## src/rtl/spram_arbiter.sv

```systemverilog
// spram_arbiter: shares the single-port SPRAM data memory between the core
// data port (m0) and the loader/DMA port (m1). One RAM access per cycle,
// read results are steered back to the issuing port one cycle later, and
// out-of-range accesses are accepted but dropped and flagged on mN_err.
// Build option: define SPRAM_ARB_FIXED_PRIO_EN for fixed priority
// (port 0 always wins, no lock support); default is round-robin with a
// bounded lock.
module spram_arbiter #(
   parameter int WORDS    = 32768,
   parameter int AW       = 15,
   parameter int MAX_LOCK = 16
) (
   input  logic          clk,
   input  logic          reset,
   input  logic          m0_req,
   input  logic          m0_we,
   input  logic [3:0]    m0_be,
   input  logic [31:0]   m0_addr,
   input  logic [31:0]   m0_wdata,
   input  logic          m0_lock,
   output logic          m0_gnt,
   output logic          m0_rvalid,
   output logic [31:0]   m0_rdata,
   output logic          m0_err,
   input  logic          m1_req,
   input  logic          m1_we,
   input  logic [3:0]    m1_be,
   input  logic [31:0]   m1_addr,
   input  logic [31:0]   m1_wdata,
   input  logic          m1_lock,
   output logic          m1_gnt,
   output logic          m1_rvalid,
   output logic [31:0]   m1_rdata,
   output logic          m1_err,
   output logic [AW-1:0] ram_addr,
   output logic [3:0]    ram_wen,
   output logic [31:0]   ram_wdata,
   input  logic [31:0]   ram_rdata
);

   // First byte address past the end of the RAM.
   localparam logic [31:0] ADDR_LIMIT = 32'(4 * WORDS);

   logic        win;        // selected port index (0 or 1)
   logic        accept;     // an access is accepted this cycle
   logic        w_we;
   logic [3:0]  w_be;
   logic [31:0] w_addr;
   logic [31:0] w_wdata;
   logic        in_range;

   logic        rd_pending_q, rd_pending_d;
   logic        rd_owner_q, rd_owner_d;
   logic        rd_oob_q, rd_oob_d;
   logic [1:0]  err_q, err_d;

`ifdef SPRAM_ARB_FIXED_PRIO_EN
   // Fixed priority: port 0 wins whenever it requests.
   always_comb begin
      win = ~m0_req & m1_req;
   end
`else
   localparam int CW = (MAX_LOCK > 2) ? $clog2(MAX_LOCK) : 1;
   localparam logic [CW-1:0] CNT_MAX = CW'(MAX_LOCK - 1);

   logic          last_owner_q, last_owner_d;
   logic [CW-1:0] lock_cnt_q, lock_cnt_d;
   logic          owner_lock;
   logic          win_lock;

   // Round-robin on ties; a locked last owner keeps priority until the
   // counter reaches MAX_LOCK-1, after which the other port gets a turn.
   always_comb begin
      owner_lock   = last_owner_q ? m1_lock : m0_lock;
      win          = 1'b0;
      if (m0_req && m1_req) begin
         if (owner_lock && (lock_cnt_q < CNT_MAX))
            win = last_owner_q;
         else
            win = ~last_owner_q;
      end else if (m1_req) begin
         win = 1'b1;
      end
      win_lock     = win ? m1_lock : m0_lock;
      last_owner_d = last_owner_q;
      lock_cnt_d   = lock_cnt_q;
      if (m0_req || m1_req) begin
         last_owner_d = win;
         if ((win != last_owner_q) || !win_lock)
            lock_cnt_d = '0;
         else if (lock_cnt_q < CNT_MAX)
            lock_cnt_d = lock_cnt_q + 1'b1;
      end else if (!owner_lock) begin
         lock_cnt_d = '0;
      end
   end

   // Round-robin pointer and lock counter; port 0 wins the first tie.
   always_ff @(posedge clk or posedge reset) begin
      if (reset) begin
         last_owner_q <= 1'b1;
         lock_cnt_q   <= '0;
      end else begin
         last_owner_q <= last_owner_d;
         lock_cnt_q   <= lock_cnt_d;
      end
   end
`endif

   // Winner mux onto the RAM, grants, and read/error bookkeeping.
   always_comb begin
      accept    = m0_req | m1_req;
      w_we      = win ? m1_we    : m0_we;
      w_be      = win ? m1_be    : m0_be;
      w_addr    = win ? m1_addr  : m0_addr;
      w_wdata   = win ? m1_wdata : m0_wdata;
      in_range  = w_addr < ADDR_LIMIT;
      m0_gnt    = m0_req & ~win;
      m1_gnt    = m1_req & win;
      ram_addr  = w_addr[AW+1:2];
      ram_wdata = w_wdata;
      ram_wen   = (accept && w_we && in_range) ? w_be : 4'b0000;
      rd_pending_d = accept & ~w_we;
      rd_owner_d   = win;
      rd_oob_d     = ~in_range;
      err_d[0]     = accept & ~in_range & ~win;
      err_d[1]     = accept & ~in_range & win;
   end

   // Pending-read tag and out-of-range pulse registers.
   always_ff @(posedge clk or posedge reset) begin
      if (reset) begin
         rd_pending_q <= 1'b0;
         rd_owner_q   <= 1'b0;
         rd_oob_q     <= 1'b0;
         err_q        <= 2'b00;
      end else begin
         rd_pending_q <= rd_pending_d;
         rd_owner_q   <= rd_owner_d;
         rd_oob_q     <= rd_oob_d;
         err_q        <= err_d;
      end
   end

   // Return path: only the issuing port sees the registered read data.
   always_comb begin
      m0_rvalid = rd_pending_q & ~rd_owner_q;
      m1_rvalid = rd_pending_q & rd_owner_q;
      m0_rdata  = (m0_rvalid && !rd_oob_q) ? ram_rdata : 32'h0;
      m1_rdata  = (m1_rvalid && !rd_oob_q) ? ram_rdata : 32'h0;
      m0_err    = err_q[0];
      m1_err    = err_q[1];
   end

endmodule

```

## config.mk

```make
export PLATFORM = sky130hd
export DESIGN_NAME = spram_arbiter
export DESIGN_NICKNAME = d
export VERILOG_FILES = /design/src/rtl/spram_arbiter.sv
export SDC_FILE = /design/constraint.sdc
export NUM_CORES = 1
export LEC_CHECK = 0
export BUFFER_PORTS_ARGS = -buffer_cell sky130_fd_sc_hd__clkbuf_2
export CORE_AREA = 2 2 116 118
export CTS_CLUSTER_SIZE = 16
export DETAILED_ROUTE_END_ITERATION = 8
export DIE_AREA = 0 0 118 120
export SLEW_MARGIN = 10
export SYNTH_ARGS = -nofsm -noshare
export SYNTH_HDL_FRONTEND = slang
export SYNTH_SLANG_ARGS = --single-unit
```

## constraint.sdc

```tcl
create_clock -name clk -period 3.7 [get_ports clk]
set_clock_uncertainty 0.15 [all_clocks]
set_input_delay 0.74 -clock clk [delete_from_list [all_inputs] [get_ports clk]]
set_output_delay 0.74 -clock clk [all_outputs]
set_load 0.05 [all_outputs]
```

### Word level (Yosys, flattened, before mapping)

Index checks and enable logic that the tools add are counted.

* bits in registers: 10
* output and inout port bits: 121
* word-level logic and storage cells: 53

* add/sub/neg operators: 1
* order comparisons: 2
* equal/unequal tests: 3
* mux-type cells: 16
* bitwise logic cells: 14
* reductions and logical operators: 11

Operators by type and width (number)
* 32-bit 2-to-1 mux: 4
* 32-bit by 18-bit < comparator with 1-bit output, second input constant: 1
* 4-bit 2-to-1 mux: 6
* 1-bit AND: 8
* 1-bit logical AND: 6
* 1-bit 2-to-1 mux: 6
* 1-bit NOT: 5
* 4-bit by 1-bit adder with 4-bit output, second input constant: 1
* 4-bit < comparator, second input constant: 1
* 3-bit by 1-bit != test with 1-bit output, second input constant: 1
* 1-bit zero test: 2
* 1-bit logical OR: 2
* 2-bit by 1-bit != test with 1-bit output, second input constant: 1
* 2-bit AND reduction: 1
* 1-bit != test: 1
* 1-bit OR: 1

### Logic depth before layout (Yosys ltp)

Gate-level depths: netlist of the first run.

* word-level depth: 9
* gate-level depth with buffers: 7
* gate-level depth less buffers: 5

### Least setup slack after synthesis of the first run

No wires, ideal clock.

* kind: input to output
* start: input port m1_addr[24]
* end: output port ram_wen[0]
* data arrival time: 2.254 ns
* setup slack: 0.556 ns
* stages: 5
* buffers on the path: 1
* cells stage by stage: nor4_1 > and4_1 > buf_1 > nand3_1 > mux2i_1

* longest elaborated chain between the ends: 4

RTL lines
* start: declaration: line 28 `input logic [31:0] m1_addr,`
* 32-bit 2-to-1 mux: line 115 `w_addr = win ? m1_addr : m0_addr;`
* 32-bit by 18-bit < comparator with 1-bit output: line 117 `in_range = w_addr < ADDR_LIMIT;`
* 1-bit logical AND: line 122 `ram_wen = (accept && w_we && in_range) ? w_be : 4'b0000;`
* 4-bit 2-to-1 mux: line 122
* end: declaration: line 36 `output logic [3:0] ram_wen,`

Every way passes these cells.

### Final worst setup path of the first run

* start: register lock_cnt_q[0]
* end: output port ram_addr[4]

* longest elaborated chain between the ends: 5

RTL lines
* start: declaration: line 67 `logic [CW-1:0] lock_cnt_q, lock_cnt_d;`
* start signal: assignment: line 105 `lock_cnt_q <= lock_cnt_d;`
* 4-bit < comparator: line 77 `if (owner_lock && (lock_cnt_q < CNT_MAX))`
* 1-bit logical AND: line 77
* 1-bit 2-to-1 mux: line 77
* 1-bit 2-to-1 mux: line 76 `if (m0_req && m1_req) begin`
* 32-bit 2-to-1 mux: line 115
* end: declaration: line 35 `output logic [AW-1:0] ram_addr,`

Every way passes these cells.

==> summary.txt, run 1 <==
GLOBAL ROUTE
---------------------------------------------------------------------------------
Total global-route track usage                                             0.0897
Maximum number of pins on one net before global-route repair                   50
Grt ovf                                                                         0
Global routing usage on met1                                                0.111
Via count of the first global-routing pass                                  2,187
Initial antenna violation count                                                 0
Gr busiest metal                                                             met2
Global routing usage on met2                                                0.161
Met3 usage                                                                 0.0247
Global-route wire length before repair                                  10,600 um

CRITICAL PATH
---------------------------------------------------------------------------------
Worst path cell trace                                                ha_1 -> nand3_1 -> nand2_1 -> a31oi_4 -> buf_12 -> mux2_2 -> clkbuf_2
Crit Path Category                                                   register to output pin
Setup crit end kind                                                    output pin
Slowest stage delay, CP                                                   0.40 ns
Worst Path Required                                                       2.81 ns
Worst Setup Start Kind                                                   register
Arrival time of the worst setup path                                      2.34 ns
CP max-delay cell                                                         dfrtp_1
Crit-path max FO                                                               49

CLOCKING
---------------------------------------------------------------------------------
CTS tree                                                                      yes
CTS sink cnt                                                                   10
Hold-fix buffers at CTS                                                         0
Resize count post-CTS                                                           0
Count of buffers added by post-CTS timing repair for setup                      0
Number of buffers created by CTS                                                3
CTS Root Cell                                                           clkbuf_16
Clock latency on the worst-skew pair                                      0.23 ns
Clock-pin transition on the worst setup and hold timing paths             0.04 ns
Max Buffers Root-to-Sink                                                        2
Depth of the CTS H-tree                                                         1

TIMING
---------------------------------------------------------------------------------
Unrepaired setup endpoints after global routing                                no
Slew of the pin with the lowest slew margin                              0.809 ns
Count of pins over their slew limit                                             0
Final worst path period share                                               0.872
FMAX                                                                      310 MHz
Post-Route Setup TNS                                                         0 ns
Hold Violations, Final                                                          0
Final number of setup-violating endpoints                                       0
Max-slew headroom                                                           0.461
Post-layout min period                                                    3.23 ns

LOGIC SYNTHESIS
---------------------------------------------------------------------------------
Mean Syn Cell Area                                                      8.74 um^2
Portion of synthesized cell area occupied by the leading cell type          0.244
Count of synthesis-stage warnings from yosys                                    0
Yosys cell types                                                               34
Synth area leader                                                          mux2_2
Post-synth design cell area                                             1760 um^2
Synthesis-stage register bit count                                             10
Part of the Yosys area used for sequential elements                         0.143
Post-synth net total                                                          378
Number of instances in the synthesized netlist                                201
Area contributors post-synth                                         mux2_2, and2_1, dfrtp_1

WORST HOLD PATH
---------------------------------------------------------------------------------
Class of the worst hold path                                         input pin to asynchronous set/reset pin

ROUTE
---------------------------------------------------------------------------------
Vias after detailed routing                                                 2,489
Post-DR vias/cell                                                            3.76
Wirelength per Cell                                                       11.0 um
Antenna-violating nets left                                                     0
Drt total wl                                                              7310 um
Violation count after the first detailed-route iteration                       29
Number of remaining DRC errors                                                  0
Total iterations of the first detailed-routing run                              4

POWER
---------------------------------------------------------------------------------
Maximum vdd ir drop                                                    0.000226 V
Power density over cell area                                          233 nW/um^2
Total chip power                                                         0.810 mW
Leakage power                                                             2.01 nW

FINISH
---------------------------------------------------------------------------------
Area used by multi-input combinational logic                            1400 um^2
Syn-to-layout area delta                                                    97.6%
Inserted Diodes                                                                 0
Number of inserted filler cells in the final layout                         1,439
Share of cells above drive strength 1                                       0.724
Number of nets at the end of the flow                                         664
Footprint of the flip-flops and latches                                  251 um^2

PLACE
---------------------------------------------------------------------------------
Hpwl dp                                                                   6530 um
Port-buffer cells                                                             292
Routability Congestion                                                      0.786

DIE
---------------------------------------------------------------------------------
Number of rows created at floorplan                                            42
Die Footprint                                                         14,200 um^2
Std-Cell Core Area                                                    13,000 um^2
Initial cell density of the core                                            0.135
Die height                                                                 120 um
Die width                                                                  118 um
IO Count                                                                      297

OUTCOME
---------------------------------------------------------------------------------
Run status                                                           complete, no violations

RUN
---------------------------------------------------------------------------------
Number of max-cap violations                                                    0

==> final cells by class <==
type / count / share of cell area
tap: 176 / 0.0634
sequential: 10 / 0.0724
inverter: 3 / 0.00324
timing repair buffer: 295 / 0.431
clock buffer: 4 / 0.0256
multi-input combinational: 174 / 0.404
==> Yosys cell counts <==
| cell type | number |
|---|---|
| mux2_2 | 38 |
| ha_1 | 1 |
| nor2_1 | 7 |
| dfrtp_1 | 9 |
| nand3_1 | 9 |
| a31oi_1 | 1 |
| buf_12 | 1 |
| clkbuf_1 | 6 |
| and3_1 | 2 |
| mux2i_1 | 7 |
| a21o_1 | 2 |
| a32oi_1 | 1 |
| nor2b_1 | 3 |
| buf_1 | 2 |
| nand3b_1 | 1 |
| nor3b_1 | 1 |
| and2_1 | 67 |
| mux2_4 | 10 |
| xor2_1 | 2 |
| nor3_1 | 4 |
| or2_2 | 1 |
| a31oi_4 | 1 |
| o21ai_2 | 1 |
| a211oi_1 | 1 |
| o21ai_0 | 3 |
| and4_1 | 2 |
| nor4_1 | 6 |
| buf_4 | 3 |
| dfstp_2 | 1 |
| o211ai_1 | 1 |
| nand2_1 | 1 |
| inv_1 | 3 |
| buf_6 | 2 |
| and3b_1 | 1 |
==> placed cells by master, fill, tap and decap left out, types with 3 or more instances in the layout <==
| master | instances |
|---|---|
| clkbuf_2 | 292 |
| mux2_4 | 10 |
| dfrtp_1 | 9 |
| nor2b_1 | 3 |
| o21ai_0 | 3 |
| nor2_1 | 7 |
| clkbuf_16 | 3 |
| nor3_1 | 4 |
| nor4_1 | 6 |
| mux2_2 | 38 |
| inv_1 | 3 |
| and2_1 | 67 |
| mux2i_1 | 7 |
| nand3_1 | 9 |
==> flip-flops by register name, indices dropped and copies added (netlist names) <==
signal / count
rd_pending_q: 1
lock_cnt_q: 4
rd_oob_q: 1
last_owner_q: 1
err_q: 2
rd_owner_q: 1
==> through the flow <==
step	instances	hold slack, ns	utilization	setup slack [ns]	cell area (um^2)
detailed placement	658	0.395	0.261	0.590	3380
finish	662	0.316	0.267	0.475	3470
global placement	658	0.378	0.261	0.597	3380
floorplan	201	0.358	-	0.556	1760
CTS	662	0.330	0.267	0.469	3470
global route	662	0.353	0.267	0.382	3470
==> path summary, 6_finish.rpt <==
path / startpoint / end / slack [ns] / cells past startpoint
worst min register to register: lock_cnt_q[1] / lock_cnt_q[1] / 0.41 / 2
max in group asynchronous: reset / last_owner_q / 2.77 / 2
worst max-delay path: lock_cnt_q[0] / ram_addr[4] / 0.47 / 7
min in group clk: lock_cnt_q[1] / lock_cnt_q[1] / 0.41 / 2
worst max register to register: lock_cnt_q[0] / rd_pending_q / 1.71 / 6
worst min-delay path: reset / lock_cnt_q[1] / 0.32 / 2
==> power by group <==
group,switching (mW),internal (mW),total (mW)
clock,0.0475,0.162,0.210
combinational,0.298,0.174,0.472
sequential,0.00933,0.120,0.129
==> worst max-delay path: cells and delay by family, from the launching register on <==
kind	cells	cell delay [ns]
simple gates	2	0.27
mux	1	0.39
fa+ha+maj	1	0.23
buf+inv	2	0.51
flops	1	0.40
compound gates	1	0.23
==> layer usage <==
layer  up-vias  routed length (um)
met5         -                   0
met4         0                  11
met3         2                 651
met2       140                3730
met1      1072                2920
li1       1275                   -
==> logic make-up after synthesis <==
group	after synthesis	synth area share
adders and majority gates	1	0.00712
and+or+nand+nor	105	0.359
buffers and inverters	17	0.0605
AOI/OAI and AO/OA	11	0.0513
xor gates and xnor gates	2	0.00997
muxes	55	0.369
DFF	10	0.143
No activity file was read; power rests on OpenSTA's default activity.
==> run 2: changes to the inputs <==
==> constraint.sdc (replaced) <==
create_clock -name clk -period 3.7 [get_ports clk]
set_clock_uncertainty 0.15 [all_clocks]
set_input_delay 0.185 -clock clk [delete_from_list [all_inputs] [get_ports clk]]
set_output_delay 0.185 -clock clk [all_outputs]
set_load 0.05 [all_outputs]
==> run 2 against run 1 <==
Effect of this change: sequential power hardly changed; final cell count up 0.15%; power hardly changed; worst setup slack gained 0.55 ns; via count increased by 0.44%; critical path depth stayed put; cell area rose by 0.29%; first-iteration DRC count down 17%; largest power group unchanged; global-route usage rose by 0.19 points.
==> summary.txt, run 2 (synthesis gave the netlist of run 1 again) <==
FINISH
----------------------------------------------------------------------------
Top register by number of flip-flops                              lock_cnt_q
Flip-flop count of the largest register after layout                       4   unchanged
Syn-to-layout area delta                                               98.2%
Regs by FF count                                                lock_cnt_q (4), err_q (2)
Number of nets at the end of the flow                                    665   +0.15%
Inserted Diodes                                                            0   unchanged
Most common cell after layout, fill and taps aside                  clkbuf_2
Number of inserted filler cells in the final layout                    1,429   -0.69%
Post-Layout Inst Area                                              3480 um^2   +0.29%
Share of cells above drive strength 1                                  0.723   -0.00149
Most used cells in the layout excluding fill and tap cells      clkbuf_2, and2_1, mux2_2

ROUTE
----------------------------------------------------------------------------
Drt total wl                                                         7340 um   +0.40%
Total iterations of the first detailed-routing run                         4   unchanged
Wirelength per Cell                                                  11.1 um   +0.25%
Vias after detailed routing                                            2,500   +0.44%
Number of remaining DRC errors                                             0   unchanged
Violation count after the first detailed-route iteration                  24   -17%
Antenna-violating nets left                                                0   unchanged
Post-DR vias/cell                                                       3.77   +0.29%

TIMING
----------------------------------------------------------------------------
Final number of setup-violating endpoints                                  0   unchanged
Max-slew headroom                                                      0.452   -0.00920
Post-layout min period                                               2.67 ns   -0.552 ns
Count of pins over their slew limit                                        0   unchanged
Final worst path period share                                          0.723   -0.149
FMAX                                                                 374 MHz   +21%
Post-Route Setup TNS                                                    0 ns   unchanged
Unrepaired setup endpoints after global routing                           no
Hold Violations, Final                                                     0   unchanged
Slew of the pin with the lowest slew margin                         0.823 ns   +0.0138 ns

CRITICAL PATH
----------------------------------------------------------------------------
Setup crit end kind                                               output pin
Slowest stage delay, CP                                              0.40 ns   about the same
Arrival time of the worst setup path                                 2.34 ns   about the same
Worst Setup Start Kind                                              register
Crit-path max FO                                                          49   unchanged
Worst Path Required                                                  3.37 ns   +0.56 ns
Worst path cell trace                                           ha_1 -> nand3_1 -> nand2_1 -> a31oi_4 -> buf_12 -> mux2_2 -> clkbuf_2
Crit Path Category                                              register to output pin
CP max-delay cell                                                     mux2_2

POWER
----------------------------------------------------------------------------
Share of power burned in registers                                     0.159   about the same
Share of total power in the clock network                              0.259   about the same
Sw Pwr                                                              0.354 mW   -0.25%
Switching share of total power                                         0.437   -0.000929
Cell Int Power                                                      0.456 mW   +0.13%
Maximum vdd ir drop                                               0.000163 V   -28%
Power density over cell area                                     233 nW/um^2   -0.33%
Portion of total power attributed to combinational logic               0.582   about the same
Leakage power                                                        2.02 nW   +0.21%

DIE
----------------------------------------------------------------------------
Initial cell density of the core                                       0.135   unchanged
Die width                                                             118 um   unchanged
Die Footprint                                                    14,200 um^2   unchanged
Std-Cell Core Area                                               13,000 um^2   unchanged
IO Count                                                                 297   unchanged
Die height                                                            120 um   unchanged
Number of rows created at floorplan                                       42   unchanged

GLOBAL ROUTE
----------------------------------------------------------------------------
Via count of the first global-routing pass                             2,265   +3.6%
Initial antenna violation count                                            0   unchanged
Grt ovf                                                                    0   unchanged
Maximum number of pins on one net before global-route repair              50   unchanged
Total global-route track usage                                        0.0916   +0.00190
Global-route wire length before repair                             10,900 um   +2.1%

PLACE
----------------------------------------------------------------------------
Port-buffer cells                                                        292   unchanged
Post-place instance area                                           3380 um^2   unchanged
Hpwl dp                                                              6460 um   -1.1%
Routability Congestion                                                 0.778   -1.0%

CLOCKING
----------------------------------------------------------------------------
CTS sink cnt                                                              10   unchanged
Max Buffers Root-to-Sink                                                   2   unchanged
Clock-pin transition on the worst setup and hold timing paths        0.04 ns   about the same
CTS tree                                                                 yes
Depth of the CTS H-tree                                                    1   unchanged
Clock latency on the worst-skew pair                                 0.23 ns   about the same
CTS Root Cell                                                      clkbuf_16
Number of buffers created by CTS                                           3   unchanged

RUN
----------------------------------------------------------------------------
Number of max-cap violations                                               0   unchanged

OUTCOME
----------------------------------------------------------------------------
Run status                                                      complete, no violations

WORST HOLD PATH
----------------------------------------------------------------------------
Class of the worst hold path                                    input pin to register

## run 2: changes by cell type in the layout (fill, tap and decap cells not counted)
| cell | previous run | this run |
|---|---|---|
| dlygate4sd3_1 | 0 | 1 |
## run 2: final timing paths
kind / from / to / slack (ns) / depth (start not counted)
worst max register to register: lock_cnt_q[0] / rd_pending_q / 1.71 / 6
min in group asynchronous: reset / err_q[0] / 0.30 / 3
worst max-delay path: lock_cnt_q[0] / ram_addr[5] / 1.03 / 7
worst min-delay path: m0_we / rd_pending_q / 0.17 / 3
worst min register to register: lock_cnt_q[0] / lock_cnt_q[0] / 0.41 / 2
max in group asynchronous: reset / last_owner_q / 2.79 / 3
## run 2: metrics by stage
| stage | instances | hold slack (ns) | util | worst slack, ns | total power, mW |
|---|---|---|---|---|---|
| 2_1_floorplan | 201 | -0.126 | - | 1.14 | 0.453 |
| 3_3_place_gp | 658 | 0.0106 | 0.261 | 1.30 | 0.601 |
| 5_1_grt | 663 | 0.191 | 0.268 | 0.886 | 0.853 |
| 6_report | 663 | 0.170 | 0.268 | 1.03 | 0.810 |
| 4_1_cts | 663 | 0.162 | 0.268 | 1.04 | 0.821 |
| 3_5_place_dp | 658 | 0.00838 | 0.261 | 1.29 | 0.603 |
## run 2: cell type report
class / instances / area [um^2] / share of cell area
flip-flops and latches: 10 / 251 / 0.0722
well taps: 176 / 220 / 0.0632
multi-input cells: 174 / 1400 / 0.403
repair buffers: 296 / 1510 / 0.433
inverters: 3 / 11.3 / 0.00323
clock buffers: 4 / 88.8 / 0.0255
## run 2: what timing repair did
action,in CTS,in global routing
buffers inserted,0,0
hold buffers,1,0
resized for setup,0,0
hold endpoints to repair,9,0
## run 2: per-layer routing
metal  routed length (um)  up-vias  GRT usage
li1                     -     1273          -
met1                 3000     1083      0.111
met2                 3710      142      0.165
met3                  618        2     0.0233
met4                   14        0     0.0158
met5                    0        -          0
## run 2: critical path: cells and delay by family, from the launching register on
kind | cells | cell delay (ns)
mux | 1 | 0.40
compound gates | 1 | 0.23
buf+inv | 2 | 0.51
flops | 1 | 0.39
simple gates | 2 | 0.29
fa+ha+maj | 1 | 0.22
## run 2: power by group through the flow
stage               clock [mW]  combinational [mW]  sequential [mW]
global route             0.225               0.498            0.130
global placement             0               0.471            0.130
detailed placement           0               0.473            0.130
CTS                      0.217               0.476            0.129
floorplan                    0               0.319            0.134
finish                   0.210               0.472            0.129
==> run 3: changes to the inputs <==
==> constraint.sdc (replaced) <==
create_clock -name clk -period 2.75 [get_ports clk]
set_clock_uncertainty 0.15 [all_clocks]
set_input_delay 0.1375 -clock clk [delete_from_list [all_inputs] [get_ports clk]]
set_output_delay 0.1375 -clock clk [all_outputs]
set_load 0.05 [all_outputs]
==> run 3 against run 2 <==
Effect of this change: flip-flop and latch count stayed put; count of clock-buffer cells in the layout did not move; clock power rose by 37%; non-clock buffer count grew 1; critical path depth unchanged; hold slack worse by 0.049 ns; final cell count increased by 0.15%; power rose by 35%; register-to-register slack got worse by 0.94 ns; sequential power rose by 34%; sequential share of layout area hardly changed.
==> summary.txt, run 3 (synthesis gave the netlist of run 1 again) <==
OUTCOME
----------------------------------------------------------------------------
Run status                                                      complete, no violations

CLOCKING
----------------------------------------------------------------------------
Clock latency on the worst-skew pair                                 0.24 ns   about the same
CTS Root Cell                                                      clkbuf_16
Hold-fix buffers at CTS                                                    1   unchanged
CTS sink cnt                                                              10   unchanged
Max Buffers Root-to-Sink                                                   2   unchanged
CTS tree                                                                 yes
Number of buffers created by CTS                                           3   unchanged
Resize count post-CTS                                                      0   unchanged
Clock-pin transition on the worst setup and hold timing paths        0.04 ns   about the same
Count of buffers added by post-CTS timing repair for setup                 0   unchanged
Depth of the CTS H-tree                                                    1   unchanged

FINISH
----------------------------------------------------------------------------
Share of cells above drive strength 1                                  0.723   about the same
Post-route insts no fill                                                 664   +0.15%
Syn-to-layout area delta                                               98.6%
Number of nets at the end of the flow                                    666   +0.15%
Most common cell after layout, fill and taps aside                  clkbuf_2
Inserted Diodes                                                            0   unchanged
Flip-flop count of the largest register after layout                       4   unchanged
Most used cells in the layout excluding fill and tap cells      clkbuf_2, and2_1, mux2_2
Post-Layout Inst Area                                              3490 um^2   +0.22%
Top register by number of flip-flops                              lock_cnt_q
Regs by FF count                                                lock_cnt_q (4), err_q (2)

PLACE
----------------------------------------------------------------------------
Worst setup slack after placement                                   0.393 ns   -0.899 ns
Hpwl dp                                                              6520 um   +0.95%
Routability Congestion                                                 0.770   -1.1%
Post-place instance area                                           3390 um^2   +0.22%
Cell total after placement                                               659   +0.15%
Port-buffer cells                                                        292   unchanged

CRITICAL PATH
----------------------------------------------------------------------------
Reg2reg path depth                                                         6   unchanged
Worst Setup Start Kind                                              register
Crit Path Category                                              register to output pin
Arrival time of the worst setup path                                 2.33 ns   about the same
Worst Path Required                                                  2.46 ns   -0.91 ns
Worst path cell trace                                           ha_1 -> nand3_1 -> nand2_1 -> a31oi_4 -> buf_12 -> mux2_2 -> clkbuf_2
Setup crit end kind                                               output pin
Sum of buffers and inverters on the critical path                          2   unchanged
Worst reg-to-reg setup slack                                         0.77 ns   -0.94 ns
Kind of cell adding the most delay to the critical path         buffers and inverters
Crit-path max FO                                                          49   unchanged
R2r endpoint                                                    rd_pending_q
Reg-to-reg startpoint                                           lock_cnt_q[0]
Slowest stage delay, CP                                              0.40 ns   about the same
CP max-delay cell                                                     mux2_2

POWER
----------------------------------------------------------------------------
Total chip power                                                     1.10 mW   +35%
Maximum vdd ir drop                                               0.000259 V   +59%
Power density over cell area                                     314 nW/um^2   +35%
Leakage power                                                        2.02 nW   +0.27%

TIMING
----------------------------------------------------------------------------
Max-slew headroom                                                      0.703   +0.252
Slew of the pin with the lowest slew margin                         0.445 ns   -0.378 ns
FMAX                                                                 383 MHz
Post-layout min period                                               2.61 ns
Hold Violations, Final                                                     0   unchanged
Final worst path period share                                          0.950
Post-Route Setup TNS                                                    0 ns   unchanged
Count of pins over their slew limit                                        0   unchanged
Unrepaired setup endpoints after global routing                           no
Final setup margin                                                  0.137 ns   -0.890 ns
Final number of setup-violating endpoints                                  0   unchanged

GLOBAL ROUTE
----------------------------------------------------------------------------
Total global-route track usage                                        0.0907   -0.000898
Grt ovf                                                                    0   unchanged
Gr busiest metal                                                        met2
Via count of the first global-routing pass                             2,327   +2.7%
Initial antenna violation count                                            0   unchanged
Maximum number of pins on one net before global-route repair              50   unchanged
Global-route wire length before repair                             10,800 um   -0.57%
Global routing usage on met2                                           0.167   +0.00145
Met3 usage                                                            0.0214   -0.00190
Global routing usage on met1                                           0.108   -0.00228

ROUTE
----------------------------------------------------------------------------
Vias after detailed routing                                            2,495   -0.20%
Antenna-violating nets left                                                0   unchanged
Number of remaining DRC errors                                             0   unchanged
Drt total wl                                                         7340 um   about the same
Post-DR vias/cell                                                       3.76   -0.35%
Violation count after the first detailed-route iteration                  40   +67%
Total iterations of the first detailed-routing run                         6   +2
Wirelength per Cell                                                  11.1 um   -0.11%

WORST HOLD PATH
----------------------------------------------------------------------------
Class of the worst hold path                                    input pin to register
End point of the most critical hold path                        rd_pending_q
Min-Delay Startpoint                                                   m1_we
Worst hold path stage count                                                3   unchanged

DIE
----------------------------------------------------------------------------
Number of rows created at floorplan                                       42   unchanged
Die Footprint                                                    14,200 um^2   unchanged
Initial cell density of the core                                       0.135   unchanged
Die height                                                            120 um   unchanged
Die width                                                             118 um   unchanged
Std-Cell Core Area                                               13,000 um^2   unchanged
IO Count                                                                 297   unchanged

RUN
----------------------------------------------------------------------------
Number of max-cap violations                                               0   unchanged

## run 3: changes by cell type in the layout (fill, tap and decap cells not counted), sizes merged
cell	before	now
buf	3	4
## run 3: layer usage
layer / vias to the layer above / routed length [um]
met5: - / 0
met4: 0 / 17
met3: 2 / 639
met2: 142 / 3770
met1: 1077 / 2910
li1: 1274 / -
## run 3: power breakdown
part           internal, mW  switching [mW]
registers             0.161          0.0120
clock network         0.219          0.0690
logic                 0.235           0.402
total                 0.614           0.483
## run 3: cell type report
cell class	instances	area, um^2
flip-flops and latches	10	251
multi-input cells	174	1400
fillers	1444	9490
inverters	3	11.3
repair buffers	297	1510
well taps	176	220
clock buffers	4	88.8
## run 3: worst max-delay path by stage
stage / from / end / depth (start not counted)
floorplan: lock_cnt_q[0] / ram_wen[0] / 7
global placement: lock_cnt_q[0] / ram_addr[4] / 7
detailed placement: lock_cnt_q[0] / ram_addr[5] / 7
CTS: lock_cnt_q[0] / ram_addr[5] / 7
global route: lock_cnt_q[0] / ram_addr[5] / 7
finish: lock_cnt_q[0] / ram_addr[5] / 7
## run 3: stage by stage
stage	hold slack [ns]	utilization
6_report	0.121	0.269
5_1_grt	0.173	0.269
4_1_cts	0.114	0.269
3_5_place_dp	-0.0403	0.261
3_3_place_gp	-0.0372	0.261
2_1_floorplan	-0.173	-
## run 3: worst min-delay path, stage by stage
cell	delay [ns]
clkbuf_2	0.10
nor2_1	0.09
mux2_2	0.15
